$ cat src/rtl/mmio_bridge.sv
// Memory-mapped bridge: word addresses below MMIO_BASE go to the data RAM.
// A few registers above MMIO_BASE feed a TX FIFO toward a ready/valid device.
module mmio_bridge #(
  parameter int          DEPTH     = 4,
  parameter logic [31:0] MMIO_BASE = 32'h0000_1000
) (
  input  logic        clock,
  input  logic        reset,
  input  logic [31:0] address_dmem,
  input  logic [31:0] data,
  input  logic        wren,
  output logic [31:0] q_dmem,
  output logic [11:0] ram_addr,
  output logic [31:0] ram_data,
  output logic        ram_wren,
  input  logic [31:0] ram_q,
  output logic        dev_valid,
  output logic [31:0] dev_data,
  input  logic        dev_ready
);

  localparam int AW = (DEPTH > 1) ? $clog2(DEPTH) : 1;
  localparam int CW = $clog2(DEPTH + 1);
  localparam logic [CW-1:0] DEPTH_C = CW'(DEPTH);

  logic [31:0]   mem_q [DEPTH];
  logic [AW-1:0] head_q, head_d, tail_q, tail_d;
  logic [CW-1:0] count_q, count_d;
  logic [15:0]   drops_q, drops_d;

  logic is_ram_s, is_tx_s, is_status_s, is_drops_s;
  logic push_s, pop_s, accept_s, drop_s, drops_clr_s;
  logic full_s, empty_s;

  // Address decode and handshake qualifiers
  always_comb begin
    is_ram_s    = (address_dmem < MMIO_BASE);
    is_tx_s     = (address_dmem == MMIO_BASE);
    is_status_s = (address_dmem == (MMIO_BASE + 32'd1));
    is_drops_s  = (address_dmem == (MMIO_BASE + 32'd2));
    empty_s     = (count_q == {CW{1'b0}});
    full_s      = (count_q == DEPTH_C);
    push_s      = wren && is_tx_s;
    pop_s       = !empty_s && dev_ready;
    // A full FIFO still takes a push when the head leaves in the same cycle
    accept_s    = push_s && ((count_q < DEPTH_C) || pop_s);
    drop_s      = push_s && !accept_s;
    drops_clr_s = wren && is_drops_s;
  end

  assign ram_addr  = address_dmem[11:0];
  assign ram_data  = data;
  assign ram_wren  = wren && is_ram_s;
  assign dev_valid = !empty_s;
  assign dev_data  = mem_q[head_q];

  // Processor read mux
  always_comb begin
    q_dmem = 32'h0000_0000;
    if (is_ram_s) begin
      q_dmem = ram_q;
    end else if (is_status_s) begin
      q_dmem = {16'h0000, 8'(count_q), 6'b00_0000, full_s, empty_s};
    end else if (is_drops_s) begin
      q_dmem = {16'h0000, drops_q};
    end else begin
      q_dmem = 32'h0000_0000;
    end
  end

  // FIFO pointer, occupancy and drop-counter next state
  always_comb begin
    head_d = pop_s ? (head_q + AW'(1)) : head_q;
    tail_d = accept_s ? (tail_q + AW'(1)) : tail_q;
    case ({accept_s, pop_s})
      2'b10:   count_d = count_q + CW'(1);
      2'b01:   count_d = count_q - CW'(1);
      default: count_d = count_q;
    endcase
    if (drops_clr_s) begin
      drops_d = drop_s ? 16'h0001 : 16'h0000;
    end else if (drop_s && (drops_q != 16'hFFFF)) begin
      drops_d = drops_q + 16'h0001;
    end else begin
      drops_d = drops_q;
    end
  end

  // Control state registers
  always_ff @(posedge clock) begin
    if (reset) begin
      head_q  <= '0;
      tail_q  <= '0;
      count_q <= '0;
      drops_q <= 16'h0000;
    end else begin
      head_q  <= head_d;
      tail_q  <= tail_d;
      count_q <= count_d;
      drops_q <= drops_d;
    end
  end

  // FIFO storage; contents are not cleared by reset
  always_ff @(posedge clock) begin
    if (!reset && accept_s) begin
      mem_q[tail_q] <= data;
    end
  end

endmodule
$ cat config.mk
export PLATFORM = sky130hd
export DESIGN_NAME = mmio_bridge
export DESIGN_NICKNAME = d
export VERILOG_FILES = /design/src/rtl/mmio_bridge.sv
export SDC_FILE = /design/constraint.sdc
export NUM_CORES = 1
export LEC_CHECK = 0
export BUFFER_PORTS_ARGS = -buffer_cell sky130_fd_sc_hd__buf_4
export CAP_MARGIN = 20
export CORE_ASPECT_RATIO = 0.75
export CORE_UTILIZATION = 46
export CTS_BUF_LIST = sky130_fd_sc_hd__clkbuf_16
export DETAILED_ROUTE_END_ITERATION = 10
export GPL_TIMING_DRIVEN = 0
export PLACE_DENSITY_LB_ADDON = 0.08
export SYNTH_ARGS = -nofsm -noshare
export SYNTH_HDL_FRONTEND = slang
export SYNTH_SLANG_ARGS = --single-unit
$ cat constraint.sdc
create_clock -name clock -period 2.63 [get_ports clock]
set_clock_uncertainty 0.1 [all_clocks]
set_input_delay 0.1315 -clock clock [delete_from_list [all_inputs] [get_ports clock]]
set_output_delay 0.1315 -clock clock [all_outputs]
set_load 0.02 [all_outputs]
# Yosys cells after proc, flatten, opt, wreduce, memory -nomap -nowiden

Memories as Yosys holds them, arrays and structs flattened. A register that Yosys moved wholly into a read port is not among the register bits.
Cells that the tools add are included.

Add/subtract/negate cells: 5
Order comparisons: 2
Equality and inequality tests: 7
Muxes and demuxes: 11
Reductions and logical operators: 15

Operators by type and width:

| operator                                                                       | number |
|---|---|
| 32-bit by 13-bit == test with 1-bit output, second input constant              | 3 |
| 16-bit 2-to-1 mux                                                              | 4 |
| 32-bit by 13-bit less-than comparator with 1-bit output, second input constant | 1 |
| 32-bit 2-to-1 mux                                                              | 1 |
| 16-bit by 1-bit adder with 16-bit output, second input constant                | 1 |
| 16-bit != test, second input constant                                          | 1 |
| 1-bit logical AND                                                              | 8 |
| 3-bit case mux with 2 select lines                                             | 1 |
| 2-bit by 1-bit adder with 2-bit output, second input constant                  | 2 |
| 2-bit 2-to-1 mux                                                               | 2 |
| 2-bit nonzero test                                                             | 2 |
| 3-bit by 1-bit adder with 3-bit output, second input constant                  | 1 |
| 3-bit == test, second input constant                                           | 1 |
| 1-bit logical NOT                                                              | 3 |
| 3-bit logical NOT                                                              | 1 |
| 3-bit less-than comparator, second input constant                              | 1 |
| 1-bit 2-to-1 mux                                                               | 3 |
| 3-bit by 1-bit subtractor with 3-bit output, second input constant             | 1 |
| 2-bit by 1-bit == test with 1-bit output, second input constant                | 1 |
| 2-bit == test, second input constant                                           | 1 |
| 1-bit logical OR                                                               | 1 |

RAM bits: 128
Bits of input ports: 100
Memories: 1
Register bits after elaboration: 23

Memories:

| memory | depth | width | read ports | clocked after Yosys merged registers in | write ports | line | text |
|---|---|---|---|---|---|---|---|
| mem_q  | 4     | 32    | 1          | 1                                       | 1           | 26   | `logic [31:0] mem_q [DEPTH];` |

# Longest topological paths before layout

Gate-level depths: netlist (run 1).

Word-level depth: 10
Mapped depth: 10
Mapped depth without buffers: 10

# Worst setup path after synthesis (run 1)

OpenSTA, ideal clock, no wires.

Kind: in2reg
Start point: in address_dmem[5]
End point: mem mem_q[1][0] (enable)
Buffers on the path: 0
Path slack: 0.030 ns
Required time: 2.138 ns
Stages on the path: 5
Data arrival time: 2.108 ns
Setup time: 0.392 ns
Path through: nor4_1 > nand4_1 > nor3_1 > and3_1 > and2_1

Cells in the longest elaborated chain, start to end: 6

Ends and longest elaborated chain:

| element                                    | line | text |
|---|---|---|
| from (decl)                                | 9    | `input logic [31:0] address_dmem,` |
| 32-bit by 13-bit == test with 1-bit output | 38   | `is_tx_s = (address_dmem == MMIO_BASE);` |
| 1-bit logical AND                          | 43   | `push_s = wren && is_tx_s;` |
| 1-bit logical AND                          | 46   | `accept_s = push_s && ((count_q < DEPTH_C) \|\| pop_s);` |
| 1-bit logical AND                          | 106  | `if (!reset && accept_s) begin` |
| 1-bit 2-to-1 mux                           | 106  |  |
| 1-bit 2-to-1 mux (not written as such)     | 107  | `mem_q[tail_q] <= data;` |
| to (decl)                                  | 26   |  |

No other way between the ends.

# Worst setup path after layout (run 1)

Start point: in address_dmem[22]
End point: out q_dmem[6]

Cells in the longest elaborated chain, start to end: 4
Elaborated cells between the ends (all ways): 6

Ends and longest elaborated chain:

| element                                                                                                         | line | text |
|---|---|---|
| parallel branches: the longest is 3 deep, another holds 32-bit by 13-bit less-than comparator with 1-bit output | -    |  |
| 32-bit 2-to-1 mux *                                                                                             | 60   | `if (is_ram_s) begin` |
| to (decl)                                                                                                       | 12   | `output logic [31:0] q_dmem,` |

Every way passes the cells marked *.

==> impl_metrics.yaml, run 1 <==
worst_setup_path:
  cp_cell_sequence: "buf_4 > nor4_4 > nand4_2 > nor3_2 > clkbuf_1 > a22o_1 > buf_4"
  arrival_ps: 2180
  crit_path_max_fanout: 10
  critPathLaunchType: "primary input"
  critical_path.slowest_cell: "nor3_2"
  setup.worst_path.end_class: "primary output"
  cp_top_family: "simple AND/OR/NAND/NOR gates"
  path_class: "primary input to primary output"
  crit_required_ps: 2400
  critPathBufInv: 3
  path_common_cell: "buf_4"
  slowest_delay_ps: 530
place:
  dpl.hpwl_um: 10700
  dpl_cell_area_mm2: 0.00858
  post-place-ws_ps: -540
  gp_congestion: 0.900
  dp_cells: 842
  port_buffers: 209
sta:
  finalHoldViolCount: 0
  final_max_slew_viol_count: 0
  fmax_mhz: 415
  holdWs_ps: 70.0
  worst_slew_pin_slew_ps: 899
  rsz0062_at_grt: "no"
  finalWorstSetupSlack_ps: 221
  period_needed_ps: 2410
  fin_crit_sh_pct: 91.6
  setup_viol: 0
  relSlewSlack_pct: 39.6
clocking:
  clk_latency_ps: 410
  cts_tree: "done"
  cts_post_setup_buffers_inserted: 0
  clkSinkCount: 153
  path_clk_slew_ps: 70
  htreeDepth: 4
  cts_root_buffer: "clkbuf_16"
  numCtsBuffers: 17
  clockBufferDepth: 2
synth:
  synthFlopType: "edfxtp_1"
  synth.area.mux_share_pct: 10.8
  synth_seq_cells: 153
  synth_adder_area_share_pct: 1.41
  synth-async-reset-ratio_pct: 0
  synth.yosys.seq_area_share_pct: 64.3
  synth_top_area_share_pct: 56.9
  synth_common_cells: "128 x edfxtp_1, 44 x buf_4, 32 x mux4_2, 25 x dfxtp_1, 22 x and2_1"
  synth_cell_types: 46
  yosysTopAreaCell: "edfxtp_1"
  synthSimpleGateAreaFrac_pct: 10.6
  synth_fp_nets: 545
  netlist_area_mm2: 0.00676
  synth_area_leaders: "edfxtp_1 57%, mux4_2 11%, dfxtp_1 7.4%, buf_4 4.9%, and2_1 2.0%"
  synth_top_family_by_area: "multiplexers"
  yosysMostFrequentCell: "edfxtp_1"
  yosysWarnings: 0
  synth_compound_area_share_pct: 5.85
  synth-xor-area-share_pct: 0.648
  synthCells: 438
  synth_edf_count: 128
  syn_avg_cell_area_um2: 15.4
route:
  drt_wl_total_um: 15800
  firstDrtPassIters: 5
  drt_iter0_drc: 331
  antenna_left: 0
  viasPerCell: 5.20
  vias: 4707
  wl_per_cell_um: 17.5
  drc: 0
finish:
  stdcell_count: 906
  multi_input_area_mm2: 0.00203
  drive_above_1_share_pct: 47.3
  n_antenna_cell: 0
  syn2layout_area_growth_pct: 40.7
  nets: 805
  fillCellCount: 1005
  design_area_mm2: 0.00951
  seq_area_mm2: 0.00434
global_route:
  grt-ovfl-total: 0
  grt_pass1_vias: 4961
  grt_pass1_wl_um: 25000
  antenna_found_initial: 0
  grt_max_degree: 33
  grt_usage_pct: 22.1
power:
  p_total_w: 0.00532
  powerDensity_mw_per_mm2: 560
  ir_drop_mv: 0.474
  power.leakage_nw: 3.58
die:
  ios: 210
  initial_core_util_pct: 48.2
  die_x_um: 142
  coreArea_mm2: 0.0140
  die-area_mm2: 0.0152
  fp-row-count: 37
  die_height_um: 107
status:
  outcome: "finished clean"
run:
  maxCapViolCount: 0
hold_path:
  hold_class: "primary input to flop"
==> power breakdown <==
part | total (W) | internal, W | switching (W)
Combinational | 0.000375 | 0.000217 | 0.000158
Clock | 0.00233 | 0.00132 | 0.00100
Sequential | 0.00262 | 0.00262 | 0.0000000000000494
Total | 0.00532 | 0.00416 | 0.00116
==> per-layer routing <==
metal | vias up | wire [um] | share of wire, % | global-route usage [%]
met3 | 10 | 934 | 5.9 | 6.74
met4 | 0 | 137 | 0.87 | 5.53
met2 | 181 | 7820 | 49 | 36.1
li1 | 2205 | - | - | -
met1 | 2311 | 6920 | 44 | 28.9
met5 | - | 0 | 0 | 0
==> sequential cells by signal, summed over array words and instances, names as in the netlist, named ones only <==
register,flops
tail_q,2
head_q,2
drops_q,16
count_q,3
mem_q,128
==> stage by stage <==
| stage | utilization, % | setup TNS [ps] |
|---|---|---|
| floorplan | - | 0 |
| global placement | 61.1 | -146530 |
| detailed placement | 61.2 | -68660 |
| CTS | 67.7 | -9050 |
| global route | 67.8 | 0 |
| finish | 67.8 | 0 |
==> worst paths after layout <==
path / start / endpoint / slack, ps / cells after the start
worst max-delay path: address_dmem[22] / q_dmem[6] / 220 / 7
worst min-delay path: reset / drops_q[11]$_SDFFE_PP0P_ / 70 / 3
worst max register to register: count_q[2]$_SDFFE_PP0P_ / count_q[2]$_SDFFE_PP0P_ / 240 / 10
worst min register to register: drops_q[15]$_SDFFE_PP0P_ / drops_q[15]$_SDFFE_PP0P_ / 420 / 2
==> cell type report <==
cell class	count	share of cell area (%)
Timing Repair Buffer	241	19.9
Multi-Input combinational cell	213	21.3
Buffer	62	4.24
Inverter	10	0.395
Sequential cell	153	45.7
Tap cell	195	2.56
Clock buffer	17	4.47
Clock inverter	15	1.50
==> worst register-to-register path, cell delays in order (launching register included) <==
cell and delay, ps:
dfxtp_1 420, nand2b_1 180, nand2_1 160, nor4_4 60, inv_1 80, ha_1 200
inv_1 80, fa_1 380, xor2_1 180, or3_1 320, a21oi_1 150
==> cells in the final DEF, fill, tap and decap left out, drive strengths merged, types with 3 or more instances in the layout <==
cell and count:
a22oi 4, a31oi 6, a21oi 13, buf 259
nand2 12, and3 7, nor4 10, nor2b 3
mux4 32, nand2b 3, o31ai 4, dfxtp 25
ha 6, nand4 5, dlygate4sd3 32, nand3 7
clkbuf 29, a22o 11, and4 7, and2 22
xor2 3, o21ai 7, inv 19, o41ai 3
or4b 3, clkinvlp 4, a211oi 3, nor3 10
edfxtp 128, nor2 15
==> kinds of logic after synthesis <==
logic type | count (synthesis)
AO/OA/AOI/OAI | 57
XOR/XNOR | 5
adder cells (fa/ha/maj) | 7
buffers and inverters | 72
flip-flops | 153
multiplexers | 33
AND/OR/NAND/NOR | 111
==> repair_timing <==
action	CTS	global route
setup endpoints to repair	166	168
hold buffers	32	0
gates resized for setup	8	14
pin swaps	0	0
endpoints found under the hold margin	128	0
(Power assumes the default switching activity.)
==> inputs of run 2 (changes only) <==
--- a/config.mk
+++ b/config.mk
@@ -7,8 +7,10 @@
 export LEC_CHECK = 0
 export BUFFER_PORTS_ARGS = -buffer_cell sky130_fd_sc_hd__buf_4
 export CAP_MARGIN = 20
+export CELL_PAD_IN_SITES_DETAIL_PLACEMENT = 0
+export CELL_PAD_IN_SITES_GLOBAL_PLACEMENT = 1
 export CORE_ASPECT_RATIO = 0.75
-export CORE_UTILIZATION = 46
+export CORE_UTILIZATION = 37
 export CTS_BUF_LIST = sky130_fd_sc_hd__clkbuf_16
 export DETAILED_ROUTE_END_ITERATION = 10
 export GPL_TIMING_DRIVEN = 0
==> run 2 against run 1 <==
Clock power rose by 3%. Sequential power about the same. Critical endpoint is now q_dmem[3]. Power is 1.6% higher. Flip-flop and latch count stayed put.
==> impl_metrics.yaml, run 2 (synthesis results as in run 1) <==
route:
  drc: 0
  drt_wl_total_um: 16400
  antenna_left: 0
  vias: 4749
  drt_iter0_drc: 284
  firstDrtPassIters: 4
  viasPerCell: 4.96
  wl_per_cell_um: 17.1
power:
  seqPwrFrac_pct: 48.5
  p_clk_share_pct: 44.6
  p_switching_w: 0.00116
  power.leakage_nw: 3.62
  p_total_w: 0.00541
  ir_drop_mv: 0.456
  sw_frac_of_total_pct: 21.4
  internal_power_w: 0.00425
  powerDensity_mw_per_mm2: 559
  combPwrFrac_pct: 6.9
clocking:
  cts_tree: "done"
  clkSinkCount: 153
  numCtsBuffers: 17
  cts_root_buffer: "clkbuf_16"
  clk_latency_ps: 420
  htreeDepth: 4
  path_clk_slew_ps: 60
  clockBufferDepth: 2
worst_setup_path:
  crit_required_ps: 2400
  critPathBufInv: 3
  slowest_delay_ps: 470
  path_class: "primary input to primary output"
  critPathLaunchType: "primary input"
  arrival_ps: 2200
  critical_path.slowest_cell: "nor4_2"
  r2r_setup_slack_ps: 210
  setup.worst_path.end_class: "primary output"
  cp_cell_sequence: "buf_4 > nor4_2 > nand4_1 > nor4_2 > clkbuf_1 > a22o_1 > buf_4"
  crit_path_max_fanout: 10
  cp_top_family: "simple AND/OR/NAND/NOR gates"
die:
  coreArea_mm2: 0.0178
  ios: 210
  die_height_um: 119
  die_x_um: 158
  initial_core_util_pct: 38.1
  fp-row-count: 42
  die-area_mm2: 0.0188
global_route:
  grt-ovfl-total: 0
  grt_max_degree: 33
  grt_pass1_wl_um: 25100
  grt_pass1_vias: 4778
  grt_usage_pct: 18.1
  antenna_found_initial: 0
sta:
  setup_viol: 0
  period_needed_ps: 2430
  rsz0062_at_grt: "yes"
  final_max_slew_viol_count: 0
  fin_crit_sh_pct: 92.4
  worst_slew_pin_slew_ps: 873
  fmax_mhz: 411
  relSlewSlack_pct: 41.3
  finalWorstSetupSlack_ps: 200
  finalHoldViolCount: 0
run:
  maxCapViolCount: 0
finish:
  fillCellCount: 1515
  seq_area_mm2: 0.00434
  drive_above_1_share_pct: 47.7
  top_register: "mem_q"
  syn2layout_area_growth_pct: 43.2
  largest_reg_flops: 128
  n_antenna_cell: 0
  stdcell_count: 957
  multi_input_area_mm2: 0.00201
  reg.largest.list: "mem_q (128), drops_q (16), count_q (3)"
  final_common_cell: "buf_4"
  layout_common_cells: "253 x buf_4, 128 x edfxtp_1, 32 x mux4_2, 32 x dlygate4sd3_1, 25 x dfxtp_1"
  nets: 809
place:
  port_buffers: 209
  dp_cells: 893
  dpl.hpwl_um: 11500
  post-place-ws_ps: -688
  gp_congestion: 0.835
hold_path:
  hold_class: "primary input to flop"
status:
  outcome: "finished clean"
==> run 2: power by group through the flow <==
stage | clock (W) | sequential (W) | combinational (W)
6_report | 0.00241 | 0.00262 | 0.000374
5_1_grt | 0.00257 | 0.00262 | 0.000401
4_1_cts | 0.00247 | 0.00262 | 0.000376
3_5_place_dp | 0 | 0.00267 | 0.000335
3_3_place_gp | 0 | 0.00267 | 0.000327
2_1_floorplan | 0 | 0.00267 | 0.000120
==> run 2: final cells by class <==
type                    count  area share, %
clock inverters            15           1.69
clock buffers              17           4.39
inverters                  10          0.388
flip-flops and latches    153           44.9
multi-input cells         213           20.8
repair buffers            245           20.6
plain buffers              62           4.16
well taps                 242           3.13
==> run 2: through the flow <==
stage / utilization [%] / TNS [ps] / hold slack (ps) / cell area (um^2)
2_1_floorplan: - / 0 / 130 / 6760
3_3_place_gp: 48.6 / -191110 / 241 / 8630
3_5_place_dp: 49.2 / -71230 / 247 / 8740
4_1_cts: 54.6 / 0 / 22.8 / 9690
5_1_grt: 54.5 / -45.1 / 59.1 / 9680
6_report: 54.5 / 0 / 39.7 / 9680
==> run 2: worst reg2reg max path, cell delays in order (launching register included) <==
cell	delay, ps
dfxtp_1	450
and3_1	290
nand2_1	210
nor4_1	500
or4b_2	640
a21oi_1	150
==> run 2: worst paths after layout <==
check                                                end  depth (start not counted)                      from
worst min-delay path             drops_q[3]$_SDFFE_PP0P_                          3                     reset
worst max register to register  drops_q[15]$_SDFFE_PP0P_                          5   drops_q[2]$_SDFFE_PP0P_
worst max-delay path                           q_dmem[3]                          7           address_dmem[5]
worst min register to register  drops_q[15]$_SDFFE_PP0P_                          2  drops_q[15]$_SDFFE_PP0P_
==> run 2: layer usage <==
metal	global-route usage [%]	routed length, um
met5	0	0
met3	4.73	856
met4	4.57	116
met1	24.7	7600
met2	28.7	7810
==> run 2: what timing repair did <==
item                                   CTS  global route
endpoints found under the hold margin  128             0
setup buffers                            0             0
gates resized for setup                  9             9
hold buffers                            32             0
setup endpoints to repair              125            62
==> inputs of run 3 (changes only) <==
==> config.mk (replaced) <==
export PLATFORM = sky130hd
export DESIGN_NAME = mmio_bridge
export DESIGN_NICKNAME = d
export VERILOG_FILES = /design/src/rtl/mmio_bridge.sv
export SDC_FILE = /design/constraint.sdc
export NUM_CORES = 1
export LEC_CHECK = 0
export BUFFER_PORTS_ARGS = -buffer_cell sky130_fd_sc_hd__buf_4
export CAP_MARGIN = 20
export CORE_ASPECT_RATIO = 0.75
export CORE_UTILIZATION = 51
export CTS_BUF_LIST = sky130_fd_sc_hd__clkbuf_16
export DETAILED_ROUTE_END_ITERATION = 10
export GPL_TIMING_DRIVEN = 0
export PLACE_DENSITY = 0.86
export SYNTH_ARGS = -nofsm -noshare
export SYNTH_HDL_FRONTEND = slang
export SYNTH_SLANG_ARGS = --single-unit
==> constraint.sdc (replaced) <==
create_clock -name clock -period 2.3 [get_ports clock]
set_clock_uncertainty 0.1 [all_clocks]
set_input_delay 0.115 -clock clock [delete_from_list [all_inputs] [get_ports clock]]
set_output_delay 0.115 -clock clock [all_outputs]
set_load 0.02 [all_outputs]
==> run 3 against run 2 <==
Via count rose by 1.3%. Utilization up 20 points. First-iteration DRC count up 17%. Design area shrank 0.56%. Sequential share of layout area grew 0.32 points. Global-route usage increased by 5.7 points. Power grew 16%. Cell count shrank 7.4%. Count of clock-buffer cells in the layout stayed put. Register-to-register slack got worse by 160 ps. Clock power rose by 17%.
==> impl_metrics.yaml, run 3 (synthesis results as in run 1) <==
status:
  outcome: "finished clean"
finish:
  seq_area_mm2: 0.00435
  utilization_pct: 74.2
  n_antenna_cell: 0
  top_register: "mem_q"
  largest_reg_flops: 128
  final_common_cell: "buf_4"
  layout_common_cells: "259 x buf_4, 128 x edfxtp_1, 32 x mux4_2, 32 x dlygate4sd3_1, 22 x dfxtp_1"
  nets: 809
  drive_above_1_share_pct: 49.7
  reg.largest.list: "mem_q (128), drops_q (16), count_q (3)"
  stdcell_count: 886
  multi_input_area_mm2: 0.00211
  fillCellCount: 826
  syn2layout_area_growth_pct: 42.4
clocking:
  clk_latency_ps: 410
  path_clk_slew_ps: 70
  htreeDepth: 4
  clockBufferDepth: 2
  cts_tree: "done"
  cts_root_buffer: "clkbuf_16"
  numCtsBuffers: 17
  clkSinkCount: 153
worst_setup_path:
  critPathBufInv: 0
  reg2reg_from: "drops_q[2]$_SDFFE_PP0P_"
  arrival_ps: 2500
  reg2reg_depth: 5
  path_class: "flop to flop"
  r2r_end: "drops_q[15]$_SDFFE_PP0P_"
  slowest_delay_ps: 610
  cp_top_family: "simple AND/OR/NAND/NOR gates"
  crit_path_max_fanout: 7
  critPathLaunchType: "flop"
  r2r_setup_slack_ps: 50
  cp_cell_sequence: "and3_1 > nand2_1 > nor4_2 > or4b_2 > a21oi_1"
  critical_path.slowest_cell: "or4b_2"
  critPathLaunch: "drops_q[2]$_SDFFE_PP0P_"
  setup.worst_path.end_class: "flop"
  crit_required_ps: 2540
die:
  ios: 210
  die_x_um: 135
  fp-row-count: 36
  coreArea_mm2: 0.0130
  die-area_mm2: 0.0137
  die_height_um: 102
  initial_core_util_pct: 52.1
run:
  maxCapViolCount: 0
global_route:
  grt_pass1_wl_um: 24100
  grt_pass1_vias: 4685
  grt_usage_pct: 23.8
  antenna_found_initial: 0
  grt-ovfl-total: 0
  grt_max_degree: 33
route:
  firstDrtPassIters: 6
  antenna_left: 0
  vias: 4812
  drc: 0
  viasPerCell: 5.43
  drt_wl_total_um: 16600
  wl_per_cell_um: 18.7
  drt_iter0_drc: 333
sta:
  final_max_slew_viol_count: 0
  tns_ps: 0
  fmax_mhz: 444
  fin_crit_sh_pct: 98.0
  finalHoldViolCount: 0
  worst_slew_pin_slew_ps: 824
  setup_viol: 0
  period_needed_ps: 2250
  relSlewSlack_pct: 44.7
place:
  dpl.hpwl_um: 10600
  gp_congestion: 0.946
  port_buffers: 209
  dp_cells: 818
hold_path:
  hp-start: "reset"
  holdPathEnd: "drops_q[11]$_SDFFE_PP0P_"
  hold_class: "primary input to flop"
  hold_depth: 3
power:
  power.leakage_nw: 3.66
  powerDensity_mw_per_mm2: 649
  ir_drop_mv: 0.543
  p_total_w: 0.00625
## run 3: cell types whose count changed in the layout (fill, tap and decap cells not counted), sizes merged
| cell | delta |
|---|---|
| inv | -3 |
| and2 | +2 |
| clkbuf | -2 |
| clkinv | +2 |
| bufinv | +1 |
## run 3: tightest hold or removal path, stage by stage
cell      delay (ps)
buf_4             90
a21o_1           230
a311oi_1          70
## run 3: worst max-delay path by stage
stage / cells after the start / slack [ps] / to
final: 5 / 50 / drops_q[15]$_SDFFE_PP0P_
after global routing: 10 / -20 / count_q[2]$_SDFFE_PP0P_
after CTS: 4 / -110 / dev_data[2]
after detailed placement: 6 / -1050 / mem_q[1][3]$_DFFE_PP_
after global placement: 6 / -920 / mem_q[2][3]$_DFFE_PP_
after floorplan: 10 / -4 / count_q[2]$_SDFFE_PP0P_
## run 3: cell type report
type,instances,area share (%)
clock buffer,17,4.42
inverter,10,0.390
sequential,153,45.2
clock inverter,15,1.81
buffer,61,4.26
multi-input combinational,215,21.9
tap,171,2.22
timing repair buffer,244,19.9
## run 3: repair_timing
action	CTS	global route
pin swaps	1	4
setup endpoints to repair	193	153
hold endpoints to repair	128	0
resized for setup	24	26
cloned	0	2
hold buffers	32	0
buffers inserted	1	2
## run 3: metal layers
layer,routed length (um),GRT usage (%),part of all wire (%)
met5,0,0,0
met4,194,7.61,1.2
met3,1090,4.95,6.5
met2,8550,41.4,52
met1,6750,30.2,41
## run 3: power breakdown
group | internal (W) | switching, W
combinational | 0.000251 | 0.000188
clock | 0.00171 | 0.00111
sequential | 0.00300 | 0.0000000000000634
## run 3: through the flow
| step | instance area [um^2] | hold WS (ps) | setup WS [ps] |
|---|---|---|---|
| floorplan | 6770 | 114 | -3.69 |
| global placement | 8550 | 223 | -920 |
| detailed placement | 8550 | 228 | -1050 |
| CTS | 9530 | 7.08 | -113 |
| global route | 9630 | 45.4 | -24.4 |
| finish | 9630 | 41.0 | 46.3 |
